[src/rtl/boot_loader.sv]
// Streams a little-endian boot image (count, entry PC, payload) into instruction memory, then releases the core.
// Optional trailer checksum byte when BOOT_CHECKSUM_EN is defined.
module boot_loader #(
  parameter int DEPTH_WORDS = 1024,
  parameter int ADDR_W      = 10
) (
  input  logic              clk,
  input  logic              reset,
  input  logic              in_valid,
  input  logic [7:0]        in_data,
  output logic              in_ready,
  output logic              wr_en,
  output logic [ADDR_W-1:0] wr_addr,
  output logic [31:0]       wr_data,
  output logic              cpu_reset,
  output logic [63:0]       boot_pc,
  output logic              done,
  output logic              error
);

  typedef enum logic [2:0] {
    S_COUNT, S_ENTRY, S_PAYLOAD, S_CHECK, S_FIN, S_FAIL, S_DONE, S_ERROR
  } state_t;

`ifdef BOOT_CHECKSUM_EN
  localparam state_t S_TAIL = S_CHECK;
  localparam logic TAIL_RDY = 1'b1;
`else
  localparam state_t S_TAIL = S_FIN;
  localparam logic TAIL_RDY = 1'b0;
`endif

  localparam logic [31:0] DEPTH_L = 32'(DEPTH_WORDS);

  state_t          state;
  logic [63:0]     shreg;
  logic [63:0]     sh_next;
  logic [3:0]      byte_idx;
  logic [ADDR_W:0] count_q;
  logic [ADDR_W:0] word_idx;
  logic            take;
`ifdef BOOT_CHECKSUM_EN
  logic [7:0]      xsum;
`endif

  assign take = in_valid && in_ready;
  // Bytes enter at the top so a completed field sits LSB-first in the upper bits.
  assign sh_next = {in_data, shreg[63:8]};

  always_ff @(posedge clk or posedge reset) begin
    if (reset) begin
      state     <= S_COUNT;
      shreg     <= '0;
      byte_idx  <= '0;
      count_q   <= '0;
      word_idx  <= '0;
      in_ready  <= 1'b0;
      wr_en     <= 1'b0;
      wr_addr   <= '0;
      wr_data   <= '0;
      cpu_reset <= 1'b1;
      boot_pc   <= '0;
      done      <= 1'b0;
      error     <= 1'b0;
`ifdef BOOT_CHECKSUM_EN
      xsum      <= '0;
`endif
    end else begin
      wr_en <= 1'b0;
      if (take) begin
        shreg <= sh_next;
`ifdef BOOT_CHECKSUM_EN
        xsum  <= xsum ^ in_data;
`endif
      end
      case (state)
        S_COUNT: begin
          in_ready <= 1'b1;
          if (take) begin
            byte_idx <= byte_idx + 4'd1;
            if (byte_idx == 4'd3) begin
              byte_idx <= '0;
              if (sh_next[63:32] > DEPTH_L) begin
                state    <= S_ERROR;
                in_ready <= 1'b0;
                error    <= 1'b1;
              end else begin
                count_q <= sh_next[32 +: ADDR_W+1];
                state   <= S_ENTRY;
              end
            end
          end
        end
        S_ENTRY: begin
          in_ready <= 1'b1;
          if (take) begin
            byte_idx <= byte_idx + 4'd1;
            if (byte_idx == 4'd7) begin
              byte_idx <= '0;
              if (sh_next[1:0] != 2'b00) begin
                state    <= S_ERROR;
                in_ready <= 1'b0;
                error    <= 1'b1;
              end else begin
                boot_pc <= sh_next;
                if (count_q == '0) begin
                  state    <= S_TAIL;
                  in_ready <= TAIL_RDY;
                end else begin
                  state <= S_PAYLOAD;
                end
              end
            end
          end
        end
        S_PAYLOAD: begin
          in_ready <= 1'b1;
          if (take) begin
            byte_idx <= byte_idx + 4'd1;
            if (byte_idx[1:0] == 2'd3) begin
              byte_idx <= '0;
              wr_en    <= 1'b1;
              wr_addr  <= word_idx[ADDR_W-1:0];
              wr_data  <= sh_next[63:32];
              word_idx <= word_idx + 1'b1;
              if (word_idx + 1'b1 == count_q) begin
                state    <= S_TAIL;
                in_ready <= TAIL_RDY;
              end
            end
          end
        end
`ifdef BOOT_CHECKSUM_EN
        S_CHECK: begin
          in_ready <= 1'b1;
          if (take) begin
            in_ready <= 1'b0;
            state    <= (in_data == xsum) ? S_FIN : S_FAIL;
          end
        end
        S_FAIL: begin
          state   <= S_ERROR;
          error   <= 1'b1;
          boot_pc <= '0;
        end
`endif
        // One idle edge lets the final write pulse finish before the core is released.
        S_FIN: begin
          state     <= S_DONE;
          done      <= 1'b1;
          cpu_reset <= 1'b0;
        end
        default: in_ready <= 1'b0;
      endcase
    end
  end

endmodule

[config.mk]
export PLATFORM = sky130hd
export DESIGN_NAME = boot_loader
export DESIGN_NICKNAME = d
export VERILOG_FILES = /design/src/rtl/boot_loader.sv
export SDC_FILE = /design/constraint.sdc
export NUM_CORES = 1
export LEC_CHECK = 0
export ABC_AREA = 1
export CAP_MARGIN = 20
export CORE_MARGIN = 4
export CORE_UTILIZATION = 35
export CTS_CLUSTER_DIAMETER = 80
export DETAILED_ROUTE_END_ITERATION = 10
export GPL_TIMING_DRIVEN = 0
export RECOVER_POWER = 100
export SLEW_MARGIN = 10
export SYNTH_ARGS = -nofsm -noshare
export SYNTH_HDL_FRONTEND = slang
export SYNTH_SLANG_ARGS = --single-unit
[constraint.sdc]
create_clock -name clk -period 8.8 [get_ports clk]
set_input_delay 1.76 -clock clk [delete_from_list [all_inputs] [get_ports clk]]
set_output_delay 1.76 -clock clk [all_outputs]
set_load 0.005 [all_outputs]
==> summary.md, run 1 <==
- total overflow reported by the global router: 0
- area occupied by registers: 4910 um2
- Largest delay share family, worst path: buffers and inverters
- sort of element at the start of the critical path: input pin
- Final Net Count: 1047
- WP data arrival: 4.57 ns
- number of antenna violations at the first check in global routing: 0
- FP Rows: 54
- via count: 6445
- global-route wire length before repair: 34500 um
- ports placed on the boundary: 122
- detailed route wirelength on metal3: 905 um
- effective utilization at floorplan: 0.360
- Final GP Congestion: 0.855
- netlist area before placement: 7960 um2
- async set or reset register ratio after synthesis: 1.00
- wl on met1: 10100 um
- unrepaired setup endpoints after global routing: no
- max-capacitance violation count: 1
- part of the Yosys area used for sequential elements: 0.616
- height of the die: 159 um
- remaining max-slew budget at the tightest pin: -1.64
- critical-path cell with the highest stage delay: sky130_fd_sc_hd__clkinvlp_2
- horizontal die dimension: 159 um
- Post-CTS Setup Repair Bufs: 0
- Detailed Route Iter0 Violations: 491
- residual DRC count: 0
- Mean Syn Cell Area: 8.92 um2
- Seq pwr share: 0.513
- Logic pwr share: 0.020
- cell internal power dissipation: 1350 uW
- multi-input gate area in the final layout: 2490 um2
- clock buffers created by TritonCTS: 17
- HPWL after DPL: 14800 um
- later-pin clock latency in the skew report: 0.44 ns
- setup violators final: 0
- post-route worst hold slack: 0.440 ns
- count of clock tree sinks: 196
- Seq cells post-synth: 196
- Max rail drop VDD: 0.0924 mV
- Synth area leaders: sky130_fd_sc_hd__dfrtp_1 (61%), sky130_fd_sc_hd__nand2_1 (12%), sky130_fd_sc_hd__o21ai_0 (11%)
- Max Slew Vio Count: 87
- DR WL/cell: 15.8 um
- final setup margin: 4.10 ns
- library cell with the largest summed area after synthesis: sky130_fd_sc_hd__dfrtp_1
- detail-routed via count per cell: 4.86
- type of the tightest min-delay check: flop to flop
- worst path required time: 8.67 ns
- violated checks: capacitance limit, slew limit
- maximum clock frequency: 213 MHz
- count of yosys warnings during synthesis: 0
- area growth from synthesis to final layout: 27.6%
- routed length on met2: 9750 um
- total routed wirelength: 21000 um
- number of distinct library cell variants in the gate-level netlist after synthesis: 26
- most common flop cell mapped by yosys: sky130_fd_sc_hd__dfrtp_1
- fraction of the cycle the final worst path needs: 0.534
- Min Clock Period, post-route: 4.70 ns
- total power per unit cell area: 174 nW/um2
- Leakage Power: 0.00487 uW
- clock-pin slew reported for the worst setup and hold paths after clock tree synthesis: 0.07 ns
- part of the total power dissipated in the clock network: 0.467
- depth of the CTS H-tree: 4
- cell chain of the critical path: dlygate4sd3_1 -> clkinvlp_2
- highest metal layer used by the detailed router: met4
- share of post-route cells with drive strength above 1: 0.0449
- total die area: 25200 um2
- TritonCTS clock tree: yes
- CTS resizes: 0
- Fill cells: 2157
- via count of the first global-routing pass: 6367
- reported net switching power: 420 uW
- slowest cell delay on critical path: 2.19 ns
- pin count of the biggest net entering global routing: 111
- Worst-Margin Slew: 3.93 ns
- count of flip-flops with a built-in enable after synthesis: 0
- total of hold buffers inserted after clock tree synthesis: 0
- Hold Violations, Final: 0
- result of the run: finished, violations left
- post-synthesis cell count: 892
- cell at the root of the clock tree: sky130_fd_sc_hd__clkbuf_16
- diodes inserted: 0
- worst-case clock buffer depth: 2
- all-layer global routing usage: 0.169
- Worst setup EP type: asynchronous set/reset pin
- share of the synthesized area in the top cell type: 0.613
- final setup skew: 0.0146 ns
- number of buffers added on ports: 121
- post-place setup slack: 5.01 ns
- critical path class: input pin to asynchronous set/reset pin
- fraction of power spent switching nets: 0.237
- maximum fanout count along the critical path: 87
- post-detailed-route count of antenna-violating nets: 0
- number of search-and-repair iterations in the first detailed-routing pass: 5
- number of buffer and inverter instances along the worst setup path: 2
- Synth Net Count: 906
- core box area: 22100 um2
[synth_stat cells (4+ instances only)]
cell type                  instances
sky130_fd_sc_hd__nand3_1          39
sky130_fd_sc_hd__nor4_1            5
sky130_fd_sc_hd__o21ai_0         180
sky130_fd_sc_hd__nand4_1           6
sky130_fd_sc_hd__nand2_1         260
sky130_fd_sc_hd__nor2_1           26
sky130_fd_sc_hd__buf_2            11
sky130_fd_sc_hd__clkbuf_1         27
sky130_fd_sc_hd__o21ai_1           8
sky130_fd_sc_hd__inv_1           103
sky130_fd_sc_hd__dfrtp_1         195
sky130_fd_sc_hd__nor2_2            4
sky130_fd_sc_hd__nand2_2           4
[registers in the layout (all words and copies together) (netlist names)]
register,count
boot_pc,64
shreg,56
wr_data,32
count_q,11
word_idx,11
wr_addr,10
byte_idx,4
state,3
cpu_reset,1
done,1
error,1
in_ready,1
wr_en,1
[metal layers]
| layer | track usage | vias up |
|---|---|---|
| met1 | 0.241 | 3152 |
| met5 | 0 | - |
| li1 | - | 3132 |
| met4 | 0.0473 | 0 |
| met2 | 0.264 | 146 |
| met3 | 0.0321 | 15 |
[cells by family (layout without fill, tap and decap cells)]
logic type,count (synthesis),count (layout),share of synthesized area
and+or+nand+nor,353,353,0.184
DFF,196,196,0.616
xor gates and xnor gates,1,1,0.00110
AOI/OAI and AO/OA,196,196,0.125
buffers and inverters,143,297,0.0692
adders and majority gates,3,3,0.00472
[area by class of cell]
class	count	area share
plain buffers	38	0.0142
clock inverters	15	0.0205
multi-input cells	553	0.245
inverters	105	0.0389
flip-flops and latches	196	0.483
clock buffers	17	0.0419
repair buffers	122	0.122
well taps	280	0.0345
[power groups by stage]
stage,combinational (uW),sequential (uW),clock [uW]
2_1_floorplan,21.1,924,0
3_3_place_gp,35.8,926,0
3_5_place_dp,38.0,925,0
4_1_cts,38.1,907,843
5_1_grt,42.2,908,883
6_report,35.8,908,827
[path summary, 6_finish.rpt]
kind                        startpoint           to  slack, ns  cells past startpoint
max                              reset  wr_data[31]       4.10                      2
min                          cpu_reset    cpu_reset       0.44                      2
max reg2reg                byte_idx[0]  wr_data[28]       6.33                     10
min reg2reg                  cpu_reset    cpu_reset       0.44                      2
max in group clk              in_valid  wr_data[28]       4.89                     10
min in group asynchronous        reset  boot_pc[60]       2.93                      2
[per-stage QoR]
stage	instance area (um2)	std cells	util	power, uW	TNS [ns]
floorplan	7960	892	-	945	0
global placement	9520	1293	0.431	961	-209.12
detailed placement	9560	1294	0.433	963	0
CTS	10200	1326	0.461	1790	0
global route	10200	1326	0.460	1830	0
finish	10200	1326	0.460	1770	0
[layout by cell type (no fill, tap or decap), drive strengths merged, types with 3 or more instances in the layout]
master         instances
nor3                   5
nor2                  33
nand2                264
dlygate4sd3          114
a21oi                  3
ha                     3
nor4                   5
nand3                 39
dfrtp                195
clkinv                 5
inv                  111
nand4                  6
o21ai                188
clkdlybuf4s50          7
clkbuf                54
(Power assumes the default switching activity.)
==> run 2, diff against run 1 <==
clock period = 4.4 ns   (was 8.8 ns; I/O delays follow)
==> run 2 against run 1 <==
Compared with the run above:
- the flow now finishes without violations
- clock power grew 91%
- critical path depth grew 8
- final cell count grew 0.38%
- core utilization grew 0.17 points
- die area is the same
- first-iteration DRC count shrank 24%
- critical endpoint is now wr_data[25]
- largest power group unchanged
==> summary.md, run 2 (synthesized netlist as in run 1, its figures left out) <==
- Inst Count DP: 1299, was 1294
- worst-case clock buffer depth: 2, unchanged
- area growth from synthesis to final layout: 28.0%, was 27.6%
- unrepaired setup endpoints after global routing: no, unchanged
- part of the total power dissipated in the clock network: 0.454, was 0.467
- ports placed on the boundary: 122, unchanged
- Fill cells: 2138, was 2157
- effective utilization at floorplan: 0.360, unchanged
- setup slack of the most critical reg-to-reg path: 1.94 ns, was 6.33 ns
- Worst-Margin Slew: 1.34 ns, was 3.93 ns
- pin count of the biggest net entering global routing: 37, was 111
- result of the run: finished clean, was finished, violations left
- total die area: 25200 um2, unchanged
- Hold EP: cpu_reset, unchanged
- number of buffers added on ports: 121, unchanged
- type of the tightest min-delay check: flop to flop, unchanged
- critical path class: input pin to flop, was input pin to asynchronous set/reset pin
- DR WL/cell: 15.7 um, was 15.8 um
- total power per unit cell area: 341 nW/um2, was 174 nW/um2
- share of post-route cells with drive strength above 1: 0.0485, was 0.0449
- cell at the root of the clock tree: sky130_fd_sc_hd__clkbuf_16, unchanged
- commonest non-fill, non-tap cell in the layout: sky130_fd_sc_hd__nand2_1, unchanged
- Reg2Reg Capture Point: wr_data[25], was wr_data[28]
- cell depth of the worst min-delay path: 2, unchanged
- Final Instance Count excl. Fillers: 1331, was 1326
- Max rail drop VDD: 0.209 mV, was 0.0924 mV
- global-route wire length before repair: 34800 um, was 34500 um
- maximum clock frequency: 330 MHz
- sort of element at the start of the critical path: input pin, unchanged
- Worst setup EP type: flop, was asynchronous set/reset pin
- Max Slew Vio Count: 0, was 87
- later-pin clock latency in the skew report: 0.44 ns, about the same
- fraction of power spent switching nets: 0.239, was 0.237
- FP Rows: 54, unchanged
- residual DRC count: 0, unchanged
- fraction of the cycle the final worst path needs: 0.690
- start of the worst register-to-register path: in_ready, was byte_idx[0]
- registers with the most flip-flops: boot_pc x64, shreg x56, wr_data x32, unchanged
- Hold Violations, Final: 0, unchanged
- height of the die: 159 um, unchanged
- final setup skew: 0.0116 ns, was 0.0146 ns
- Post-CTS Setup Repair Bufs: 0, unchanged
- worst path required time: 4.74 ns, was 8.67 ns
- remaining max-slew budget at the tightest pin: 0.109, was -1.64
- maximum fanout count along the critical path: 10, was 87
- Logic pwr share: 0.023, was 0.020
- Design Area, Final: 10200 um2, about the same
- Setup TNS Final: 0 ns, unchanged
- total overflow reported by the global router: 0, unchanged
- number of search-and-repair iterations in the first detailed-routing pass: 7, was 5
- largest reg by FF count: boot_pc, unchanged
- clock buffers created by TritonCTS: 17, unchanged
- TritonCTS clock tree: yes, unchanged
- clock-pin slew reported for the worst setup and hold paths after clock tree synthesis: 0.07 ns, about the same
- source of the worst hold timing path: cpu_reset, unchanged
- via count of the first global-routing pass: 6383, was 6367
- count of clock tree sinks: 196, unchanged
- cell area reported after detailed placement: 9650 um2, was 9560 um2
- post-route worst hold slack: 0.442 ns, was 0.440 ns
- all-layer global routing usage: 0.170, was 0.169
- Final Net Count: 1052, was 1047
- Leakage Power: 0.00489 uW, was 0.00487 uW
- CTS resizes: 0, unchanged
- via count: 6406, was 6445
- Detailed Route Iter0 Violations: 374, was 491
- reported net switching power: 829 uW, was 420 uW
- Min Clock Period, post-route: 3.03 ns
- cell internal power dissipation: 2640 uW, was 1350 uW
- core box area: 22100 um2, unchanged
- WP data arrival: 3.38 ns, was 4.57 ns
- diodes inserted: 0, unchanged
- max-capacitance violation count: 0, was 1
- utilization after layout: 0.461, was 0.460
- total routed wirelength: 20900 um, was 21000 um
- setup violators final: 0, unchanged
- HPWL after DPL: 15200 um, was 14800 um
- post-detailed-route count of antenna-violating nets: 0, unchanged
- horizontal die dimension: 159 um, unchanged
- depth of the CTS H-tree: 4, unchanged
- depth of the worst register-to-register path: 9, was 10
- detail-routed via count per cell: 4.81, was 4.86
- total of hold buffers inserted after clock tree synthesis: 0, unchanged
- number of antenna violations at the first check in global routing: 0, unchanged
- max reg flops: 64, unchanged
- Final GP Congestion: 0.847, was 0.855
- Seq pwr share: 0.523, was 0.513
- most frequent cells in the layout: sky130_fd_sc_hd__nand2_1 (261), sky130_fd_sc_hd__dfrtp_1 (195), sky130_fd_sc_hd__o21ai_0 (188), unchanged
-- run 2: cell count changes in the layout (fill, tap and decap cells not counted), sizes merged --
cell	change
inv	-1
clkbuf	+1
buf	+4
bufinv	-1
clkinv	+2
-- run 2: power groups by stage --
stage / Clock [uW] / Sequential [uW] / Combinational (uW)
3_5_place_dp: 0 / 1850 / 86.0
5_1_grt: 1680 / 1820 / 93.4
6_report: 1580 / 1810 / 79.1
2_1_floorplan: 0 / 1850 / 42.5
3_3_place_gp: 0 / 1850 / 72.0
4_1_cts: 1600 / 1810 / 86.1
-- run 2: cell type report --
type	count	area, um2	area share
inverters	105	395	0.0388
clock inverters	15	169	0.0166
plain buffers	38	144	0.0141
multi-input cells	553	2490	0.244
flip-flops and latches	196	4910	0.481
repair buffers	127	1320	0.129
well taps	280	350	0.0344
clock buffers	17	425	0.0417
-- run 2: through the flow --
step	setup slack, ns	power (uW)
floorplan	0.988	1890
global placement	-0.682	1920
detailed placement	1.48	1940
CTS	1.94	3500
global route	1.12	3590
finish	1.37	3470
-- run 2: worst max-delay path: stages --
cell                            delay, ns
sky130_fd_sc_hd__dlygate4sd3_1       0.53
sky130_fd_sc_hd__nand2_1             0.31
sky130_fd_sc_hd__nor2_1              0.11
sky130_fd_sc_hd__inv_1               0.11
sky130_fd_sc_hd__nor2_1              0.09
sky130_fd_sc_hd__inv_1               0.17
sky130_fd_sc_hd__clkbuf_1            0.44
sky130_fd_sc_hd__clkbuf_1            0.53
sky130_fd_sc_hd__nand2_1             0.09
sky130_fd_sc_hd__o21ai_0             0.11
-- run 2: per-layer routing --
metal,vias up,track usage,share of wire
met3,29,0.0355,0.037
met1,3107,0.246,0.49
met5,-,0,0
met2,117,0.261,0.46
met4,0,0.0513,0.017
li1,3153,-,-
-- run 2: worst max-delay path by stage --
stage / start / endpoint / slack [ns] / depth (start not counted)
6_report: in_valid / wr_data[25] / 1.37 / 10
5_1_grt: reset / boot_pc[21] / 1.12 / 4
4_1_cts: in_valid / boot_pc[16] / 1.94 / 10
3_5_place_dp: in_valid / boot_pc[16] / 1.48 / 10
3_3_place_gp: reset / wr_en / -0.68 / 2
2_1_floorplan: reset / boot_pc[0] / 0.99 / 1
